<file path="src/rtl/bist_pkg.sv">
// Shared definitions for the BIST sequencer and its pattern generator.
package bist_pkg;

   typedef enum logic [2:0] {
      S_IDLE    = 3'd0,
      S_INIT    = 3'd1,
      S_RUN     = 3'd2,
      S_DRAIN   = 3'd3,
      S_COMPARE = 3'd4,
      S_DONE    = 3'd5
   } bist_state_t;

   localparam int unsigned SIG_W        = 8;
   // Taps for x^8+x^6+x^5+x^4+1 in a left-shifting Fibonacci LFSR: bits 7,5,4,3.
   localparam logic [7:0]  LFSR_TAPS    = 8'hB8;
   localparam logic [7:0]  DEFAULT_SEED = 8'h01;

   function automatic logic [7:0] lfsr_next(input logic [7:0] v);
      return {v[6:0], ^(v & LFSR_TAPS)};
   endfunction

endpackage

</file>
<file path="src/rtl/bist_lfsr.sv">
// 8-bit Fibonacci LFSR pattern source; load takes priority over en.
module bist_lfsr
   import bist_pkg::*;
#(
   parameter logic [7:0] RESET_VAL = DEFAULT_SEED
) (
   input  logic       CLK,
   input  logic       RST,
   input  logic       load,
   input  logic       en,
   input  logic [7:0] seed,
   output logic [7:0] q
);

   // Load (zero seed forced to the default so the LFSR never locks up), else step.
   always_ff @(posedge CLK or posedge RST) begin
      if (RST)
         q <= RESET_VAL;
      else if (load)
         q <= (seed == 8'h00) ? DEFAULT_SEED : seed;
      else if (en)
         q <= lfsr_next(q);
   end

endmodule

</file>
<file path="src/rtl/bist_controller.sv">
// BIST sequencer: resets the MISR, streams LFSR patterns, freezes and checks the signature.
module bist_controller
   import bist_pkg::*;
#(
   parameter int unsigned N_PATTERNS   = 255,
   parameter int unsigned CNT_W        = 16,
   parameter logic [7:0]  LFSR_SEED    = 8'h01,
   parameter logic [7:0]  GOLDEN_SIG   = 8'h00,
   parameter int unsigned DRAIN_CYCLES = 2
) (
   input  logic             CLK,
   input  logic             RST,
   input  logic             bist_start,
   input  logic [SIG_W-1:0] misr_sig,
   output logic             test_mode,
   output logic [7:0]       pattern,
   output logic             misr_rst,
   output logic             bist_end,
   output logic             busy,
   output logic             bist_done,
   output logic             bist_pass
);

   localparam logic [7:0]       SEED_EFF = (LFSR_SEED == 8'h00) ? DEFAULT_SEED : LFSR_SEED;
   localparam logic [CNT_W-1:0] LAST_PAT = CNT_W'(N_PATTERNS - 1);
   localparam int unsigned      DRN_W    = (DRAIN_CYCLES > 1) ? $clog2(DRAIN_CYCLES) : 1;
   localparam logic [DRN_W-1:0] LAST_DRN = DRN_W'(DRAIN_CYCLES - 1);

   bist_state_t      state;
   logic [CNT_W-1:0] pat_cnt;
   logic [DRN_W-1:0] drn_cnt;
   logic             lfsr_load;
   logic             lfsr_en;

   // LFSR control: seed on accepted start so INIT already shows the seed; the
   // step on the final RUN cycle is suppressed so DRAIN holds the last pattern.
   always_comb begin
      lfsr_load = bist_start && ((state == S_IDLE) || (state == S_DONE));
      lfsr_en   = (state == S_RUN) && (pat_cnt != LAST_PAT);
   end

   bist_lfsr #(
      .RESET_VAL (SEED_EFF)
   ) u_lfsr (
      .CLK  (CLK),
      .RST  (RST),
      .load (lfsr_load),
      .en   (lfsr_en),
      .seed (SEED_EFF),
      .q    (pattern)
   );

   // Sequencer FSM; every output is registered with the value of the state being entered.
   always_ff @(posedge CLK or posedge RST) begin
      if (RST) begin
         state     <= S_IDLE;
         test_mode <= 1'b0;
         misr_rst  <= 1'b1;
         bist_end  <= 1'b1;
         busy      <= 1'b0;
         bist_done <= 1'b0;
         bist_pass <= 1'b0;
         pat_cnt   <= '0;
         drn_cnt   <= '0;
      end else begin
         case (state)
            S_IDLE, S_DONE: begin
               if (bist_start) begin
                  state     <= S_INIT;
                  misr_rst  <= 1'b1;
                  bist_end  <= 1'b1;
                  test_mode <= 1'b1;
                  busy      <= 1'b1;
                  bist_done <= 1'b0;
                  bist_pass <= 1'b0;
                  pat_cnt   <= '0;
               end
            end
            S_INIT: begin
               state    <= S_RUN;
               misr_rst <= 1'b0;
               bist_end <= 1'b0;
            end
            S_RUN: begin
               pat_cnt <= pat_cnt + CNT_W'(1);
               if (pat_cnt == LAST_PAT) begin
                  state     <= S_DRAIN;
                  bist_end  <= 1'b1;
                  test_mode <= 1'b0;
                  drn_cnt   <= '0;
               end
            end
            S_DRAIN: begin
               if (drn_cnt == LAST_DRN)
                  state <= S_COMPARE;
               else
                  drn_cnt <= drn_cnt + DRN_W'(1);
            end
            S_COMPARE: begin
               state     <= S_DONE;
               bist_pass <= (misr_sig == GOLDEN_SIG);
               bist_done <= 1'b1;
               busy      <= 1'b0;
            end
            default: state <= S_IDLE;
         endcase
      end
   end

endmodule

</file>
<file path="config.mk">
export PLATFORM = sky130hd
export DESIGN_NAME = bist_controller
export DESIGN_NICKNAME = d
export VERILOG_FILES = /design/src/rtl/bist_pkg.sv /design/src/rtl/bist_lfsr.sv /design/src/rtl/bist_controller.sv
export SDC_FILE = /design/constraint.sdc
export NUM_CORES = 1
export LEC_CHECK = 0
export CAP_MARGIN = 40
export CORE_ASPECT_RATIO = 1.2
export CORE_MARGIN = 2
export CORE_UTILIZATION = 58
export CTS_CLUSTER_SIZE = 25
export DETAILED_ROUTE_END_ITERATION = 12
export PLACE_DENSITY = 0.81
export SKIP_CTS_REPAIR_TIMING = 1
export SYNTH_ARGS = -nofsm -noshare
export SYNTH_HDL_FRONTEND = slang
export SYNTH_HIERARCHICAL = 1
export SYNTH_SLANG_ARGS = --single-unit
export TNS_END_PERCENT = 10
</file>
<file path="constraint.sdc">
create_clock -name CLK -period 4.6 [get_ports CLK]
set_input_delay 0.92 -clock CLK [delete_from_list [all_inputs] [get_ports CLK]]
set_output_delay 0.92 -clock CLK [all_outputs]
set_load 0.01 [all_outputs]
</file>
* Yosys cells after proc, flatten, opt, wreduce, memory -nomap -nowiden
Cells that the tools add are included.
** Operators by class
- Add/sub/neg operators :: 2
- Eq/ne operators :: 10
- Multiplexer cells :: 20
- Reductions and logical operators :: 20
** Operators with widths (number)
- case mux 16 bit (2 select lines) :: 1
- adder 16 x 1 -> 16 bit (second input constant) :: 1
- equality test 16 x 8 -> 1 bit (second input constant) :: 1
- two-way mux 16 bit :: 1
- two-way mux 8 bit :: 2
- != test 16 x 8 -> 1 bit (second input constant) :: 1
- case mux 3 bit (5 select lines) :: 1
- case mux 1 bit (2 select lines) :: 6
- nonzero test 2 bit :: 5
- two-way mux 3 bit :: 3
- AND reduction 3 bit :: 3
- zero test 8 bit :: 1
- AND reduction 2 bit :: 4
- XOR reduction 8 bit :: 1
- equality test 3 x 2 -> 1 bit (second input constant) :: 2
- equality test 3 bit (second input constant) :: 2
- two-way mux 1 bit :: 5
- != test 2 bit (second input constant) :: 2
- equality test 3 x 1 -> 1 bit (second input constant) :: 1
- zero test 3 bit :: 1
- case mux 1 bit (3 select lines) :: 1
- nonzero test 3 bit :: 1
- logical AND 1 bit :: 2
- != test 2 x 1 -> 1 bit (second input constant) :: 1
- 3 further kinds :: 3
** Storage, ports and cells
- Register bits after elaboration :: 34
- Output and inout port bits :: 14
- Word-level logic and storage cells :: 62

* Logic depth before layout (Yosys ltp)
- Depth in word-level cells :: 4
- Gate-level depth with buffers :: 8

* Hierarchy
The synthesis kept the hierarchy.
** Modules (own cells, without submodules)
- bist_controller :: times used 1, cells an instance 141, area each 1383.8 µm², sequential area each 653.1 µm²
- bist_lfsr :: times used 1, cells an instance 41, area each 407.9 µm², sequential area each 201.4 µm²

* Least setup slack after synthesis
No wires, ideal clock.
- Path kind :: in2reg
- From :: input port bist_start
- To :: register u_lfsr.q[5]
- Setup time :: 0.136 ns
- Data arrival time :: 1.846 ns
- Required time :: 4.464 ns
- Path slack :: 2.619 ns
- Stages on the path :: 5
- Buffers on the path :: 1
- Cells stage by stage :: nor2b_1 nand3_1 inv_2 clkbuf_1 o21ai_0
** On the way
- Word-level cells in the longest chain between the ends :: 2
** RTL lines
- from (decl) :: RTL line bist_controller.sv:13 : input logic bist_start,
- logical AND 1 bit * :: RTL line bist_controller.sv:38 : lfsr_load = bist_start && ((state == S_IDLE) || (state == S_DONE));
- named net lfsr_load :: RTL line bist_controller.sv:32 : logic lfsr_load;
- two-way mux 8 bit or nonzero test 2 bit (tied branches)
- to (signal assigned) :: RTL line bist_lfsr.sv:20 : q <= (seed == 8'h00) ? DEFAULT_SEED : seed;
- to (signal assigned) :: RTL line bist_lfsr.sv:22 : q <= lfsr_next(q);
- to (decl) :: RTL line bist_lfsr.sv:12 : output logic [7:0] q
Mark *: on every way through the listed nets, which the timed path passes. The rest lies on a longest branch.
A chain may end at the register's enable or synchronous reset.

* Worst setup path in the final report
- From :: input port bist_start
- To :: register u_lfsr.q[0]
The elaborated chain is that of the path after synthesis.

==> results_dict.tcl <==
set metrics [dict create \
    status "finished, final reports clean" \
    slew_viol_final 0 \
    wirelength_um 3590 \
    syn_to_final_growth_pct 21.4 \
    hpwl_um 2680 \
    fin_crit_sh_pct 60.4 \
    ant_nets 0 \
    synth_compound_area_share_pct 13.8 \
    seq_area_frac_synth_pct 47.7 \
    synth_xor_area_share_pct 1.47 \
    finalHoldViolCount 0 \
    largestRegisters "pat_cnt (16), u_lfsr/q (8), state (3)" \
    rsz0062_at_grt "false" \
    synth_top_area_share_pct 43.3 \
    via_count 1436 \
    yosysMostFrequentCell "dfrtp_1" \
    synth.distinct_cells 48 \
    endpoint_kind "flop" \
    antennaDiodeCount 0 \
    die_area_um2 3550 \
    grt_pass1_vias 1333 \
    nets 234 \
    synthAdderAreaFrac_pct 1.40 \
    synthSimpleGateAreaFrac_pct 23.5 \
    cts_tree "yes" \
    crit_fanout 19 \
    clkTransAtPathRegs_ns 0.10 \
    drv_cap 0 \
    cp.arrival_ns 3.03 \
    die_h_um 64.9 \
    cts_buffers 5 \
    htreeDepth 2 \
    antenna_found_initial 0 \
    hold_ws_ns 0.496 \
    drt_first_pass_iters 4 \
    synth.cell_area_um2 1790 \
    finalCriticalPeriod_ns 2.78 \
    drt-vias-per-instance 5.57 \
    hp-class "flop to flop" \
    synth_mux_area_share_pct 7.89 \
    grtUsageTotal_pct 24.4 \
    core_um2 3000 \
    synthCells 182 \
    finalSetupViolations 0 \
    synthArstFlopShare_pct 100 \
    yosys.area.top_type "dfrtp_1" \
    synth_edf_count 0 \
    drive_gt1_share_pct 8.11 \
    cts-root-buf "clkbuf_4" \
    crit_type "primary input to flop" \
    rows 22 \
    start_util_pct 59.7 \
    cts_sinks 34 \
    largest-register "pat_cnt" \
    grt_max_degree 20 \
    synth_seq_cells 34 \
    ys.flop_type "dfrtp_1" \
    power_density_nw_per_um2 518 \
    clk_latency_ns 0.35 \
    yosysWarnings 6 \
    synthTopCellsByArea "dfrtp_1, mux2i_1, nand2_1, dfstp_2, o21ai_0" \
    timing.setup.tns_ns 0 \
    skew_ns 0.00941 \
    cts_buffer_depth 2 \
    io_buffers 24 \
    die_w_um 54.7 \
    synth_top_family_by_area "simple AND/OR/NAND/NOR gates" \
    vdd_drop_max_uv 462 \
    ys_top_cells_by_count "dfrtp_1, nand2_1, mux2i_1" \
    timing.fmax_mhz 360 \
    place.gp.congestion 0.861 \
    worstSetupStartpointType "primary input" \
    ios 25 \
    overflow 0 \
    grt_pass1_wl_um 6020 \
    tightest_slew_ns 0.859 \
    cp_data_required_time_ns 4.85 \
    synth.avg_cell_area_um2 9.84 \
    p_leak_nw 0.993 \
    post-route-util_pct 72.5 \
    largest_register_ffs 16 \
    wire_per_inst_um 13.9 \
    drc 0 \
    maxSlewHeadroom_pct 42.5 \
    first_iter_violations 36 \
]
==> final timing paths <==
kind	from	end	slack (ns)	depth (start not counted)
max	bist_start	u_lfsr/q[0]$_DFFE_PP1P_	1.82	6
min	test_mode$_DFFE_PP0P_	test_mode$_DFFE_PP0P_	0.50	1
max reg2reg	state[1]$_DFFE_PP0P_	u_lfsr/q[0]$_DFFE_PP1P_	2.23	4
min reg2reg	test_mode$_DFFE_PP0P_	test_mode$_DFFE_PP0P_	0.50	1
max in group asynchronous	RST	bist_end$_DFFE_PP1P_	3.22	3
min in group asynchronous	RST	u_lfsr/q[1]$_DFFE_PP0P_	0.86	2
==> cells in the final DEF, fill, tap and decap left out, drive strengths merged, types with 3 or more instances in the layout <==
cell | synthesis | routed
dfstp | 3 | 3
and3 | 4 | 4
a21o | 3 | 3
nand2b | 3 | 3
nor4 | 4 | 4
a21oi | 4 | 4
inv | 8 | 8
o31ai | 3 | 3
conb | 2 | 15
clkdlybuf4s50 | 0 | 24
nor3 | 4 | 4
nor2 | 8 | 8
clkbuf | 3 | 7
nand2 | 25 | 25
dfrtp | 31 | 31
nand3 | 5 | 5
o21ai | 16 | 16
mux2i | 13 | 13
nand4 | 7 | 7
a31oi | 5 | 5
==> through the flow <==
step	cells	instance area [um2]	power [mW]	setup WS, ns
global route	258	2170	1.22	1.69
global placement	249	2090	0.936	1.62
finish	258	2170	1.13	1.82
detailed placement	250	2110	0.959	1.49
CTS	258	2170	1.14	1.87
floorplan	195	1840	0.801	2.62
==> cell type report <==
type,instances,area (um2)
clock buffers,7,55.1
clock inverters,1,5.00
fillers,227,826
inverters,8,30.0
multi-input cells,147,917
flip-flops and latches,34,855
well taps,36,45.0
repair buffers,25,268
==> power breakdown <==
group	total [mW]	switching (mW)	internal [mW]
registers	0.479	0.0918	0.387
logic	0.472	0.234	0.237
clock network	0.175	0.101	0.0740
total	1.13	0.427	0.699
==> logic make-up (layout without fill, tap and decap cells) <==
kind of cell | after synthesis | count (layout)
buf+inv | 14 | 41
fa+ha+maj | 2 | 2
simple gates | 73 | 73
compound gates | 40 | 40
other cells | 2 | 15
mux | 14 | 14
flops | 34 | 34
xor+xnor | 3 | 3
==> metal layers <==
layer | vias to the layer above | share of wire (%) | GRT usage, %
li1 | 721 | - | -
met1 | 694 | 44 | 31.1
met2 | 15 | 51 | 37.4
met3 | 6 | 2.9 | 7.14
met4 | 0 | 2.1 | 11.3
met5 | - | 0 | 0
==> worst max-delay path: stages <==
cell             delay [ns]
clkdlybuf4s50_1        0.50
nor2b_1                0.31
nand3_1                0.49
inv_2                  0.41
nor3_1                 0.11
a311oi_1               0.29
Power figures use the tool's default switching activity.
